$ cat config.mk
export PLATFORM = sky130hd
export DESIGN_NAME = board_cursor_ctrl
export DESIGN_NICKNAME = d
export VERILOG_FILES = /design/src/rtl/board_cursor_ctrl.sv
export SDC_FILE = /design/constraint.sdc
export NUM_CORES = 1
export LEC_CHECK = 0
export BUFFER_PORTS_ARGS = -buffer_cell sky130_fd_sc_hd__buf_4
export CAP_MARGIN = 10
export CORE_ASPECT_RATIO = 1.25
export CORE_MARGIN = 1
export CORE_UTILIZATION = 45
export DETAILED_ROUTE_END_ITERATION = 8
export PLACE_DENSITY = 0.6
export SYNTH_ARGS = -nofsm -noshare
export SYNTH_HDL_FRONTEND = slang
export SYNTH_SLANG_ARGS = --single-unit
export TNS_END_PERCENT = 1
$ cat constraint.sdc
create_clock -name clk -period 3.7 [get_ports clk]
set_input_delay 0.185 -clock clk [delete_from_list [all_inputs] [get_ports clk]]
set_output_delay 0.185 -clock clk [all_outputs]
set_load 0.005 [all_outputs]
$ cat src/rtl/board_cursor_ctrl.sv
// rtl/board_cursor_ctrl.sv - keyboard-driven board cursor with auto-repeat and source/destination selection (option: CURSOR_WRAP_EN)
module board_cursor_ctrl #(
  parameter int BOARD_W      = 8,
  parameter int BOARD_H      = 8,
  parameter int REPEAT_DELAY = 25_000_000,
  parameter int REPEAT_RATE  = 5_000_000
) (
  input  logic        clk,
  input  logic        rstn,
  input  logic [10:0] key_event,
  output logic [3:0]  cursor_x,
  output logic [3:0]  cursor_y,
  output logic        is_pressed,
  output logic [3:0]  src_x,
  output logic [3:0]  src_y,
  output logic        src_valid,
  output logic        move_valid,
  output logic [3:0]  dst_x,
  output logic [3:0]  dst_y
);

  localparam logic [7:0] CODE_W   = 8'h1D;
  localparam logic [7:0] CODE_S   = 8'h1B;
  localparam logic [7:0] CODE_A   = 8'h1C;
  localparam logic [7:0] CODE_D   = 8'h23;
  localparam logic [7:0] CODE_G   = 8'h34;
  localparam logic [7:0] CODE_ESC = 8'h76;

  localparam logic [3:0] X_MAX = 4'(BOARD_W - 1);
  localparam logic [3:0] Y_MAX = 4'(BOARD_H - 1);

  localparam int CNT_MAX = (REPEAT_DELAY > REPEAT_RATE) ? REPEAT_DELAY : REPEAT_RATE;
  localparam int CW      = $clog2(CNT_MAX + 1);
  localparam logic [CW-1:0] DELAY_LAST = CW'(REPEAT_DELAY - 1);
  localparam logic [CW-1:0] RATE_LAST  = CW'(REPEAT_RATE - 1);

  typedef enum logic {IDLE, SRC_HELD} state_t;

  state_t        state, state_next;
  logic          held_valid;
  logic [7:0]    held_code;
  logic [CW-1:0] cnt;
  logic          first_rpt;

  logic       ev_ok, ev_make, ev_break, is_dir;
  logic       dir_make, g_make, esc_make, held_release;
  logic       rpt_fire, step_en;
  logic [7:0] code, step_code;
  logic       latch_src, do_move;

  // Step one cell down/up; at the edge either stay put or wrap to the far side.
  function automatic logic [3:0] step_dec(input logic [3:0] v, input logic [3:0] vmax);
`ifdef CURSOR_WRAP_EN
    return (v == 4'd0) ? vmax : v - 4'd1;
`else
    return (v == 4'd0) ? v : v - 4'd1;
`endif
  endfunction

  function automatic logic [3:0] step_inc(input logic [3:0] v, input logic [3:0] vmax);
`ifdef CURSOR_WRAP_EN
    return (v == vmax) ? 4'd0 : v + 4'd1;
`else
    return (v == vmax) ? v : v + 4'd1;
`endif
  endfunction

  // Event decode: only valid, non-extended events are considered.
  always_comb begin
    code         = key_event[7:0];
    ev_ok        = key_event[10] & ~key_event[9];
    ev_make      = ev_ok & ~key_event[8];
    ev_break     = ev_ok & key_event[8];
    is_dir       = (code == CODE_W) | (code == CODE_S) | (code == CODE_A) | (code == CODE_D);
    dir_make     = ev_make & is_dir;
    g_make       = ev_make & (code == CODE_G);
    esc_make     = ev_make & (code == CODE_ESC);
    held_release = ev_break & held_valid & (code == held_code);
    // A break or a fresh make in the same cycle wins over a pending repeat step.
    rpt_fire     = held_valid & ~held_release & ~dir_make &
                   (first_rpt ? (cnt == DELAY_LAST) : (cnt == RATE_LAST));
    step_en      = dir_make | rpt_fire;
    step_code    = dir_make ? code : held_code;
  end

  // Cursor position, held key and auto-repeat counter.
  always_ff @(posedge clk or negedge rstn) begin
    if (!rstn) begin
      cursor_x   <= 4'd0;
      cursor_y   <= 4'd0;
      held_valid <= 1'b0;
      held_code  <= 8'd0;
      cnt        <= '0;
      first_rpt  <= 1'b1;
    end else begin
      if (step_en) begin
        case (step_code)
          CODE_W:  cursor_y <= step_dec(cursor_y, Y_MAX);
          CODE_S:  cursor_y <= step_inc(cursor_y, Y_MAX);
          CODE_A:  cursor_x <= step_dec(cursor_x, X_MAX);
          CODE_D:  cursor_x <= step_inc(cursor_x, X_MAX);
          default: ;
        endcase
      end
      if (dir_make) begin
        held_valid <= 1'b1;
        held_code  <= code;
        cnt        <= '0;
        first_rpt  <= 1'b1;
      end else if (held_release) begin
        held_valid <= 1'b0;
        cnt        <= '0;
        first_rpt  <= 1'b1;
      end else if (held_valid) begin
        if (rpt_fire) begin
          cnt       <= '0;
          first_rpt <= 1'b0;
        end else begin
          cnt <= cnt + CW'(1);
        end
      end
    end
  end

  // Select FSM state register.
  always_ff @(posedge clk or negedge rstn) begin
    if (!rstn) state <= IDLE;
    else       state <= state_next;
  end

  // Select FSM next state: first G picks the source, second G moves or cancels.
  always_comb begin
    state_next = state;
    latch_src  = 1'b0;
    do_move    = 1'b0;
    case (state)
      IDLE: begin
        if (g_make) begin
          latch_src  = 1'b1;
          state_next = SRC_HELD;
        end
      end
      SRC_HELD: begin
        if (g_make) begin
          state_next = IDLE;
          do_move    = (cursor_x != src_x) | (cursor_y != src_y);
        end else if (esc_make) begin
          state_next = IDLE;
        end
      end
      default: state_next = IDLE;
    endcase
  end

  // Registered selection outputs; coordinates hold their last value between uses.
  always_ff @(posedge clk or negedge rstn) begin
    if (!rstn) begin
      src_x      <= 4'd0;
      src_y      <= 4'd0;
      dst_x      <= 4'd0;
      dst_y      <= 4'd0;
      move_valid <= 1'b0;
      is_pressed <= 1'b0;
    end else begin
      move_valid <= do_move;
      is_pressed <= g_make;
      if (latch_src) begin
        src_x <= cursor_x;
        src_y <= cursor_y;
      end
      if (do_move) begin
        dst_x <= cursor_x;
        dst_y <= cursor_y;
      end
    end
  end

  assign src_valid = (state == SRC_HELD);

endmodule

After elaboration in Yosys (flattened, before gate mapping)
Cells that the tools add are included.

$add $sub $neg: 5. Multiplexer cells: 25. Reduce and logical (&&, ||, !) cells: 10. Equality and inequality tests: 21. Bitwise logic cells: 21.

Operators by type and width (count): $mux 25 (4); $eq 8x5->1 const B (6); $add 25x1->25 const B (1); $eq 25x23->1 const B (1); $eq 25x25->1 const B (1); $eq 8x6->1 const B (3); $mux 4 (4); $pmux 4 s2 (2); $mux 1 (13); $and 1x1->1 (11); $add 4x1->4 const B (2); $eq 4x3->1 const B (2); $eq 8x7->1 const B (1); $eq 8x8->1 (1); $logic_not 4->1 (2); $mux 8 (1); $ne 2x2->1 const B (4); $ne 4x4->1 (2); $reduce_and 4->1 (2); $sub 4x1->4 const B (2); $reduce_bool 2->1 (3); $reduce_bool 3->1 (2); $not 1->1 (5); $or 1x1->1 (5); 2 further kinds (2).

Register bits after elaboration: 62. Output and inout bits: 27.

Logic depth before layout (Yosys ltp)
Gate-level depths: netlist of run 1.

Word-level depth: 13. Mapped depth: 11.

Worst setup path before layout of run 1
OpenSTA, ideal clock, no wires.

Path kind: input port to flip-flop. Start point: input key_event[8]. End point: register cursor_x[3]. Library setup time: 0.127 ns. Data arrival time: 2.555 ns. Path slack: 1.017 ns. Stages on the path: 11. Cells stage by stage: or4b_4 buf_6 a2111oi_4 o211a_1 o21ai_0 ha_1 a21o_1 a21oi_1 nand2b_1 o2111ai_1 xnor2_1.

Word-level cells in the longest chain between the ends: 9.

Ends and longest elaborated chain: start: declaration (line 10) `input logic [10:0] key_event,`; $and 1x1->1 (line 73) `ev_break = ev_ok & key_event[8];`; $and 1x1->1 (2 in a row) (line 78) `held_release = ev_break & held_valid & (code == held_code);`; $not 1->1 (line 80) `rpt_fire = held_valid & ~held_release & ~dir_make &`; $and 1x1->1 (3 in a row) (line 80); $or 1x1->1 (line 82) `step_en = dir_make | rpt_fire;`; $reduce_and 4->1 (no line); end signal: assignment (line 100) `CODE_A: cursor_x <= step_dec(cursor_x, X_MAX);`; end signal: assignment (line 101) `CODE_D: cursor_x <= step_inc(cursor_x, X_MAX);`; end: declaration (line 11) `output logic [3:0] cursor_x,`.

Several ways; a longest one is shown, not always the timed one. A chain may end at the register's enable or synchronous reset.

Worst setup path after layout of run 1
Ends and elaborated chain as after synthesis.

==> impl_metrics.json, run 1 <==
{
  "outcome": "completed",
  "avgSynthCellArea_sq_um": 9.96,
  "p_total_mw": 1.62,
  "worst_path_max_delay_cell": "or4b_4",
  "ff_latch_area_sq_mm": 0.00155,
  "worst-setup-path-type": "input pin to flip-flop",
  "drive_gt1_frac": 0.221,
  "clk_pin_slew_worst_paths_ps": 70,
  "skew_ps": 7.99,
  "dpl_cell_area_sq_mm": 0.00405,
  "multiInputGateArea_sq_mm": 0.00204,
  "die_w_um": 83.2,
  "first_global_vias": 2887,
  "hold_violations": 0,
  "tns_ps": 0,
  "hp-start": "key_event[1]",
  "combPwrFrac": 0.110,
  "drc": 0,
  "synthFlopType": "dfrtp_1",
  "overflow": 0,
  "maxSlewHeadroom": 0.433,
  "grt_start_max_net_pins": 63,
  "final.setup.worst_slack_ps": 1030,
  "drtIter0Drc": 126,
  "synth_top_area_share": 0.412,
  "drv_slew": 0,
  "start_kind": "input pin",
  "cp_max_fo": 7,
  "final_core_util": 0.543,
  "num_vias": 2877,
  "cts_tree": "built",
  "grt_first_pass_wirelength_mm": 13.7,
  "swShare": 0.273,
  "insertedDiodeCount": 0,
  "hold_end": "is_pressed",
  "clkPwrFrac": 0.415,
  "crit_path_cell_trace": "buf_4 -> or4b_4 -> a2111oi_4 -> o211a_1 -> o21ai_0 -> ha_1 -> a21o_1 -> a21oi_1 -> nand2b_1 -> o2111ai_1 -> xnor2_1",
  "io_pins": 40,
  "dp.cells": 494,
  "synth-seq-area-share": 0.419,
  "place_ws_ps": 708,
  "finish.instance_area_sq_mm": 0.00428,
  "reg2reg_from": "cnt[10]",
  "yosys-top-cells-area": "dfrtp_1, xnor2_1, nand2_1",
  "antenna_found_initial": 0,
  "layout.cells.non_filler": 511,
  "ctsHoldBuffers": 1,
  "seqPwrFrac": 0.475,
  "p_switching_mw": 0.441,
  "rsz0062_at_grt": "no",
  "fill_cells": 702,
  "synthMostInstantiatedCell": "dfrtp_1",
  "clock_latency_ps": 350,
  "p_leak_nw": 1.97,
  "netlist_area_sq_mm": 0.00371,
  "peakVddDrop_mv": 0.243,
  "initial_core_util": 0.470,
  "die_area_sq_mm": 0.00860,
  "required_ps": 3920,
  "viasPerCell": 5.63,
  "fin_crit_ps": 2670,
  "yosys.area.top_type": "dfrtp_1",
  "finalSetupViolCount": 0,
  "clockBufferDepth": 2,
  "slowest_delay_ps": 620,
  "cts.htree.levels": 3,
  "cp-end-kind": "flip-flop",
  "coreArea_sq_mm": 0.00788,
  "p_int_mw": 1.18,
  "rr_worst_depth": 7,
  "die_h_um": 103,
  "routedWlPerCell_um": 16.0,
  "ant_nets": 0,
  "numClockSinks": 62,
  "r2r_end": "cursor_y[3]",
  "p_per_area_mw_per_mm2": 378,
  "async_flop_share": 1.00,
  "yosysWarnings": 0,
  "gp_congestion": 0.789,
  "ctsResizeCount": 0,
  "placementRows": 36,
  "drv_cap": 0,
  "synth.distinct_cells": 62,
  "first_pass_iters": 4,
  "syn_to_final_growth_pct": 15.6,
  "min_path_type": "input pin to flip-flop",
  "fmax_mhz": 375,
  "cts_inserted_buffers": 9,
  "postCtsSetupBuffers": 0,
  "synthesis.instances": 372,
  "hold_ws_ps": 112,
  "ys_ff_latch": 62,
  "dp_hpwl_mm": 5.81,
  "ys_top_cells_by_count": "dfrtp_1, nand2_1, nor2_1, xnor2_1, xor2_1",
  "period_share": 0.720,
  "r2r_slack_ps": 1040,
  "clock-root-buffer": "clkbuf_8",
  "synth_nets": 391,
  "holdPathStages": 2,
  "crit_arrival_ps": 2890,
  "worst_slew_pin_slew_ps": 844,
  "synth-edff-count": 0,
  "track_usage": 0.204,
  "finish.net_count": 430,
  "routed_wl_mm": 8.15,
  "port_buffers": 39
}
flip-flops by register name, indices dropped and copies added (netlist names):
signal / count
held_code: 8
cursor_x: 4
held_valid: 1
move_valid: 1
cnt: 25
src_x: 4
dst_y: 4
src_valid: 1
is_pressed: 1
dst_x: 4
cursor_y: 4
first_rpt: 1
src_y: 4
power groups by stage:
| stage | clock network (mW) | registers (mW) | logic (mW) |
|---|---|---|---|
| floorplan | 0 | 0.768 | 0.131 |
| detailed placement | 0 | 0.782 | 0.180 |
| CTS | 0.686 | 0.769 | 0.181 |
| global route | 0.709 | 0.777 | 0.205 |
| global placement | 0 | 0.780 | 0.176 |
| finish | 0.671 | 0.769 | 0.178 |
cell type report:
cell class / count / share of cell area
multi-input combinational: 286 / 0.476
sequential: 62 / 0.363
timing repair buffer: 41 / 0.0725
clock buffer: 9 / 0.0289
tap: 95 / 0.0278
clock inverter: 7 / 0.0231
inverter: 11 / 0.00964
logic make-up (layout without fill, tap and decap cells):
group                    count (synthesis)  after routing  synth area share
adder cells (fa/ha/maj)                  6              6            0.0223
flip-flops                              62             62             0.419
buffers and inverters                   24             68            0.0314
AND/OR/NAND/NOR                        174            174             0.280
XOR/XNOR                                44             44             0.104
multiplexers                            11             11            0.0415
AO/OA/AOI/OAI                           51             51             0.102
placed cells by master (no fill, tap or decap), types with 3 or more instances in the layout:
| cell | n |
|---|---|
| a21oi_1 | 10 |
| and3_1 | 4 |
| buf_4 | 40 |
| clkbuf_8 | 9 |
| clkinv_4 | 3 |
| dfrtp_1 | 61 |
| ha_1 | 5 |
| inv_1 | 11 |
| mux2_4 | 8 |
| nand2_1 | 51 |
| nand2b_1 | 5 |
| nand3_1 | 10 |
| nand3b_1 | 5 |
| nand4_1 | 5 |
| nand4b_1 | 3 |
| nor2_1 | 30 |
| nor3_1 | 13 |
| nor3_2 | 4 |
| nor3b_1 | 3 |
| nor4_1 | 5 |
| nor4_2 | 8 |
| nor4b_2 | 3 |
| o2111ai_1 | 3 |
| o21ai_0 | 14 |
| o21ai_1 | 5 |
| or3_1 | 3 |
| or4_1 | 5 |
| xnor2_1 | 23 |
| xor2_1 | 21 |
how the worst max path moves through the flow:
| stage | start | end | slack, ps | depth (start not counted) |
|---|---|---|---|---|
| after floorplan | key_event[8] | cursor_x[3] | 1020 | 11 |
| after global placement | key_event[8] | cursor_x[3] | 780 | 11 |
| after detailed placement | key_event[8] | cursor_x[3] | 710 | 11 |
| after CTS | cnt[10] | cursor_y[3] | 960 | 7 |
| after global routing | held_code[2] | cursor_x[3] | 760 | 10 |
| final | key_event[8] | cursor_x[3] | 1030 | 11 |
layer usage:
metal	vias up	share of wire	global-route usage
met5	-	0	0
met2	34	0.51	0.367
li1	1406	-	-
met1	1427	0.45	0.245
met3	10	0.024	0.0413
met4	0	0.014	0.0716
worst max-delay path, delay by kind of cell:
family                   cells  cell delay [ps]
AO/OA/AOI/OAI                6             1350
XOR/XNOR                     1              150
adder cells (fa/ha/maj)      1              340
buffers and inverters        1              110
AND/OR/NAND/NOR              2              740
Power figures use the tool's default switching activity.
==> inputs of run 2 (changes only) <==
Clock period 3.7 ns to 2.6 ns, I/O delays scaled along.
==> impl_metrics.json, run 2 (same netlist as run 1, synthesis figures left out) <==
{
  "outcome": "completed",
  "track_usage": 0.213,
  "top_register": "cnt",
  "numClockSinks": 62,
  "crit_arrival_ps": 2660,
  "p_per_area_mw_per_mm2": 543,
  "clock_latency_ps": 340,
  "drtIter0Drc": 130,
  "drc": 0,
  "first_pass_iters": 5,
  "r2r_slack_ps": 170,
  "place_ws_ps": -69.4,
  "finalSetupViolCount": 0,
  "p_leak_nw": 2.13,
  "layout_common_cells": "buf_4, dfrtp_1, nand2_1",
  "fin_crit_ps": 2430,
  "layout_commonest_cell": "buf_4",
  "slowest_delay_ps": 540,
  "reg2reg_from": "cnt[10]",
  "largest_reg_flops": 25,
  "clock-root-buffer": "clkbuf_8",
  "clockBufferDepth": 2,
  "min_path_type": "input pin to flip-flop",
  "final.setup.worst_slack_ps": 168,
  "reg_top3": "cnt x25, held_code x8",
  "drive_gt1_frac": 0.273,
  "die_h_um": 103,
  "coreArea_sq_mm": 0.00788,
  "die_w_um": 83.2,
  "finish.instance_area_sq_mm": 0.00455,
  "clk_pin_slew_worst_paths_ps": 70,
  "worst_slew_pin_slew_ps": 807,
  "p_switching_mw": 0.633,
  "rr_worst_depth": 7,
  "required_ps": 2830,
  "ant_nets": 0,
  "cp-end-kind": "flip-flop",
  "layout.cells.non_filler": 538,
  "hold_end": "held_code[5]",
  "multiInputGateArea_sq_mm": 0.00205,
  "grt_first_pass_wirelength_mm": 14.4,
  "port_buffers": 39,
  "io_pins": 40,
  "drv_slew": 0,
  "cts.htree.levels": 3,
  "start_kind": "flip-flop",
  "maxSlewHeadroom": 0.462,
  "grt_start_max_net_pins": 63,
  "skew_ps": 7.91,
  "cp_max_fo": 4,
  "peakVddDrop_mv": 0.405,
  "swShare": 0.256,
  "overflow": 0,
  "dp_hpwl_mm": 6.22,
  "cts_inserted_buffers": 9,
  "routed_wl_mm": 8.70,
  "rsz0062_at_grt": "yes",
  "period_share": 0.936,
  "finish.net_count": 457,
  "p_int_mw": 1.84,
  "crit_family": "simple AND/OR/NAND/NOR gates",
  "combPwrFrac": 0.111,
  "num_vias": 2928,
  "hp-start": "key_event[3]",
  "r2r_end": "cursor_y[1]",
  "cts_tree": "built",
  "fmax_mhz": 411,
  "worst_path_max_delay_cell": "or4_1",
  "holdPathStages": 2,
  "final_core_util": 0.577,
  "first_global_vias": 2945,
  "crit_path_cell_trace": "or4_1 -> nor3_1 -> o2111ai_1 -> o41ai_2 -> o211ai_1 -> buf_4 -> mux2_2",
  "die_area_sq_mm": 0.00860,
  "fill_cells": 679,
  "initial_core_util": 0.470,
  "dp.cells": 520,
  "gp_congestion": 0.828,
  "antenna_found_initial": 0,
  "critPathBufInv": 1,
  "syn_to_final_growth_pct": 22.7,
  "viasPerCell": 5.44,
  "dpl_cell_area_sq_mm": 0.00426,
  "drv_cap": 0,
  "hold_violations": 0,
  "worst-setup-path-type": "flip-flop to flip-flop",
  "seqPwrFrac": 0.442,
  "routedWlPerCell_um": 16.2,
  "clkPwrFrac": 0.447,
  "ff_latch_area_sq_mm": 0.00155,
  "insertedDiodeCount": 0,
  "placementRows": 36
}
-- run 2: cell count changes in the layout (fill, tap and decap cells not counted), sizes merged --
cell and change:
buf +27, bufinv +1, clkbuf +2, clkinv -3
clkinvlp -1, inv +1
-- run 2: layout make-up --
class	instances	share of cell area
timing repair buffer	68	0.116
clock buffer	11	0.0333
clock inverter	5	0.0228
tap	95	0.0261
inverter	11	0.00908
multi-input combinational	286	0.452
sequential	62	0.341
-- run 2: repair_timing --
action	CTS	global route
hold buffers	1	0
gates resized for setup	0	3
setup endpoints to repair	0	10
buffers inserted	0	1
hold endpoints to repair	61	0
-- run 2: how the worst max path moves through the flow --
| stage | from | endpoint | slack (ps) | depth (start not counted) |
|---|---|---|---|---|
| final | cnt[10] | cursor_y[1] | 170 | 7 |
| after global routing | held_code[2] | cursor_x[3] | -60 | 11 |
| after CTS | cnt[10] | cursor_y[3] | 10 | 7 |
| after detailed placement | key_event[8] | cursor_x[3] | -70 | 11 |
| after global placement | key_event[8] | cursor_x[3] | -40 | 11 |
| after floorplan | key_event[8] | cursor_x[3] | 10 | 11 |
-- run 2: per-stage QoR --
| step | setup TNS (ps) | power [mW] | hold WS (ps) |
|---|---|---|---|
| 5_1_grt | -63.8 | 2.58 | 75.6 |
| 6_report | 0 | 2.47 | 65.6 |
| 3_3_place_gp | -35.0 | 1.37 | 274 |
| 2_1_floorplan | 0 | 1.28 | -166 |
| 3_5_place_dp | -72.8 | 1.38 | 279 |
| 4_1_cts | 0 | 2.49 | 44.7 |
-- run 2: worst reg2reg max path, delay by kind of cell, from the launching register on --
family | cells | cell delay, ps
multiplexers | 1 | 260
buffers and inverters | 1 | 180
AO/OA/AOI/OAI | 3 | 670
AND/OR/NAND/NOR | 2 | 800
flip-flops | 1 | 410
-- run 2: power groups by stage --
stage	logic [mW]	registers (mW)	clock network, mW
after floorplan	0.186	1.09	0
after global placement	0.267	1.11	0
after detailed placement	0.273	1.11	0
after CTS	0.277	1.09	1.13
after global routing	0.312	1.10	1.16
final	0.275	1.09	1.10
-- run 2: metal layers --
metal / share of wire / track usage / vias up
met3: 0.021 / 0.0389 / 6
li1: - / - / 1451
met2: 0.52 / 0.380 / 32
met1: 0.45 / 0.264 / 1439
met4: 0.0095 / 0.0650 / 0
met5: 0 / 0 / -
==> inputs of run 3 (changes only) <==
Settings changed: ABC_AREA from default to 1, RECOVER_POWER from default to 100, REMOVE_ABC_BUFFERS from default to 1.
==> impl_metrics.json, run 3 <==
{
  "synthesis.instances": 511,
  "crit_arrival_ps": 2590,
  "ys_ff_latch": 62,
  "multiInputGateArea_sq_mm": 0.00207,
  "finish.net_count": 574,
  "drc": 0,
  "yosys.area.top_type": "dfrtp_1",
  "grt_start_max_net_pins": 63,
  "die_area_sq_mm": 0.00926,
  "cp_max_fo": 11,
  "outcome": "finished, violations left",
  "die_w_um": 86.3,
  "largest_reg_flops": 25,
  "grt_busiest_layer": "met2",
  "maxSlewHeadroom": -0.0191,
  "p_total_mw": 2.14,
  "initial_core_util": 0.461,
  "crit_path_frequent_cell": "nand2_1",
  "yosysWarnings": 0,
  "synth_top_area_share": 0.382,
  "numClockSinks": 62,
  "track_usage": 0.229,
  "cts_tree": "built",
  "hold_violations": 0,
  "clockBufferDepth": 2,
  "fmax_mhz": 432,
  "clock-root-buffer": "clkbuf_8",
  "p_leak_nw": 2.14,
  "met3_usage": 0.0437,
  "min_path_type": "input pin to flip-flop",
  "final.setup.worst_slack_ps": 287,
  "yosys-top-cells-area": "dfrtp_1, nand2_1, inv_1",
  "required_ps": 2870,
  "finalSetupViolCount": 0,
  "synthMostInstantiatedCell": "nand2_1",
  "coreArea_sq_mm": 0.00865,
  "first_global_vias": 3458,
  "dp.cells": 663,
  "place_ws_ps": -11.3,
  "gr-usage-met1": 0.282,
  "insertedDiodeCount": 0,
  "ys_top_cells_by_count": "nand2_1, inv_1, dfrtp_1, nand3_1, nor2_1",
  "routed_wl_mm": 9.59,
  "p_per_area_mw_per_mm2": 467,
  "fill_cells": 873,
  "skew_ps": 15.2,
  "drv_cap": 1,
  "avgSynthCellArea_sq_um": 7.81,
  "viasPerCell": 5.21,
  "cp-end-kind": "flip-flop",
  "synth-seq-area-share": 0.389,
  "syn_to_final_growth_pct": 14.9,
  "dp_hpwl_mm": 7.22,
  "synth.distinct_cells": 40,
  "gp_congestion": 0.902,
  "final_core_util": 0.530,
  "violations": "max-capacitance violations, max-slew violations",
  "drive_gt1_frac": 0.166,
  "placementRows": 38,
  "layout.cells.non_filler": 680,
  "drv_slew": 63,
  "grt_first_pass_wirelength_mm": 16.5,
  "async_flop_share": 1.00,
  "antenna_found_initial": 0,
  "first_pass_iters": 4,
  "num_vias": 3545,
  "cts.htree.levels": 3,
  "worst_path_max_delay_cell": "dfstp_1",
  "clock_latency_ps": 360,
  "drtIter0Drc": 200,
  "worst_slew_pin_slew_ps": 1530,
  "rsz0062_at_grt": "no",
  "peakVddDrop_mv": 0.249,
  "start_kind": "flip-flop",
  "gr-usage-met2": 0.389,
  "netlist_area_sq_mm": 0.00399,
  "reg_top3": "cnt x25, held_code x8",
  "synth-edff-count": 0,
  "slowest_delay_ps": 820,
  "port_buffers": 39,
  "clk_pin_slew_worst_paths_ps": 70,
  "layout_common_cells": "nand2_1, inv_1, dfrtp_1",
  "ant_nets": 0,
  "fin_crit_ps": 2310,
  "overflow": 0,
  "synthFlopType": "dfrtp_1",
  "io_pins": 40,
  "crit_path_cell_trace": "inv_1 -> nand2_1 -> nand4_1 -> nor3_1 -> nand2_1 -> o21ai_1 -> nand2_1 -> nor2_4 -> xor2_1",
  "layout_commonest_cell": "nand2_1",
  "die_h_um": 107,
  "top_register": "cnt",
  "ff_latch_area_sq_mm": 0.00155,
  "period_share": 0.890,
  "routedWlPerCell_um": 14.1,
  "worst-setup-path-type": "flip-flop to flip-flop",
  "cts_inserted_buffers": 9
}
[run 3: cell types whose count changed after synthesis, moves of 11 or more]
cell     previous run  this run
inv_1              11        62
nand2_1            51        89
nand3_1            10        42
nand4_1             5        27
nand2_2             0        14
nor3_1             13        24
[run 3: worst paths after layout]
kind                              startpoint      endpoint  slack [ps]  depth (start not counted)
max in group asynchronous               rstn       cnt[22]        1000                          2
worst max-delay path               first_rpt   cursor_y[0]         290                          9
min in group asynchronous               rstn        cnt[5]         690                          2
worst min register to register      dst_y[3]      dst_y[3]         500                          2
worst max register to register     first_rpt   cursor_y[0]         290                          9
worst min-delay path            key_event[0]  held_code[0]         160                          3
[run 3: power by group]
group	leakage (nW)	total, mW	switching (mW)	internal, mW
logic	1.25	0.216	0.142	0.0731
clock network	0.0987	0.892	0.419	0.473
registers	0.797	1.04	0.0363	1.00
total	2.14	2.14	0.598	1.55
[run 3: metal layers]
layer / share of wire / wire (um) / up-vias
li1: - / - / 1784
met5: 0 / 0 / -
met1: 0.44 / 4240 / 1672
met3: 0.029 / 278 / 21
met4: 0.023 / 216 / 0
met2: 0.51 / 4850 / 68
[run 3: area by class of cell]
class	instances	share of cell area
Multi-Input combinational cell	364	0.451
Sequential cell	62	0.338
Timing Repair Buffer	46	0.0739
Inverter	72	0.0589
Tap cell	120	0.0327
Clock buffer	10	0.0300
Clock inverter	6	0.0155
[run 3: kinds of logic after synthesis]
logic type / count (synthesis) / share of synthesized area
AO/OA/AOI/OAI: 48 / 0.0652
adder cells (fa/ha/maj): 6 / 0.0207
flip-flops: 62 / 0.389
XOR/XNOR: 39 / 0.0890
AND/OR/NAND/NOR: 271 / 0.348
buffers and inverters: 85 / 0.0887
[run 3: metrics by stage]
step	instance area (sq um)	TNS, ps	hold WS [ps]
2_1_floorplan	3910	0	-166
3_3_place_gp	4400	0	266
3_5_place_dp	4400	-11.3	272
4_1_cts	4620	0	144
5_1_grt	4590	0	168
6_report	4590	0	164
[run 3: critical path, delay by kind of cell, from the launching register on]
kind | cells | cell delay, ps
AND/OR/NAND/NOR | 6 | 850
flip-flops | 1 | 820
buffers and inverters | 1 | 180
XOR/XNOR | 1 | 160
AO/OA/AOI/OAI | 1 | 240
[run 3: timing repair]
action | in CTS | in global routing
buffers inserted | 0 | 0
hold endpoints to repair | 61 | 0
hold buffers | 1 | 0
resized for setup | 0 | 0
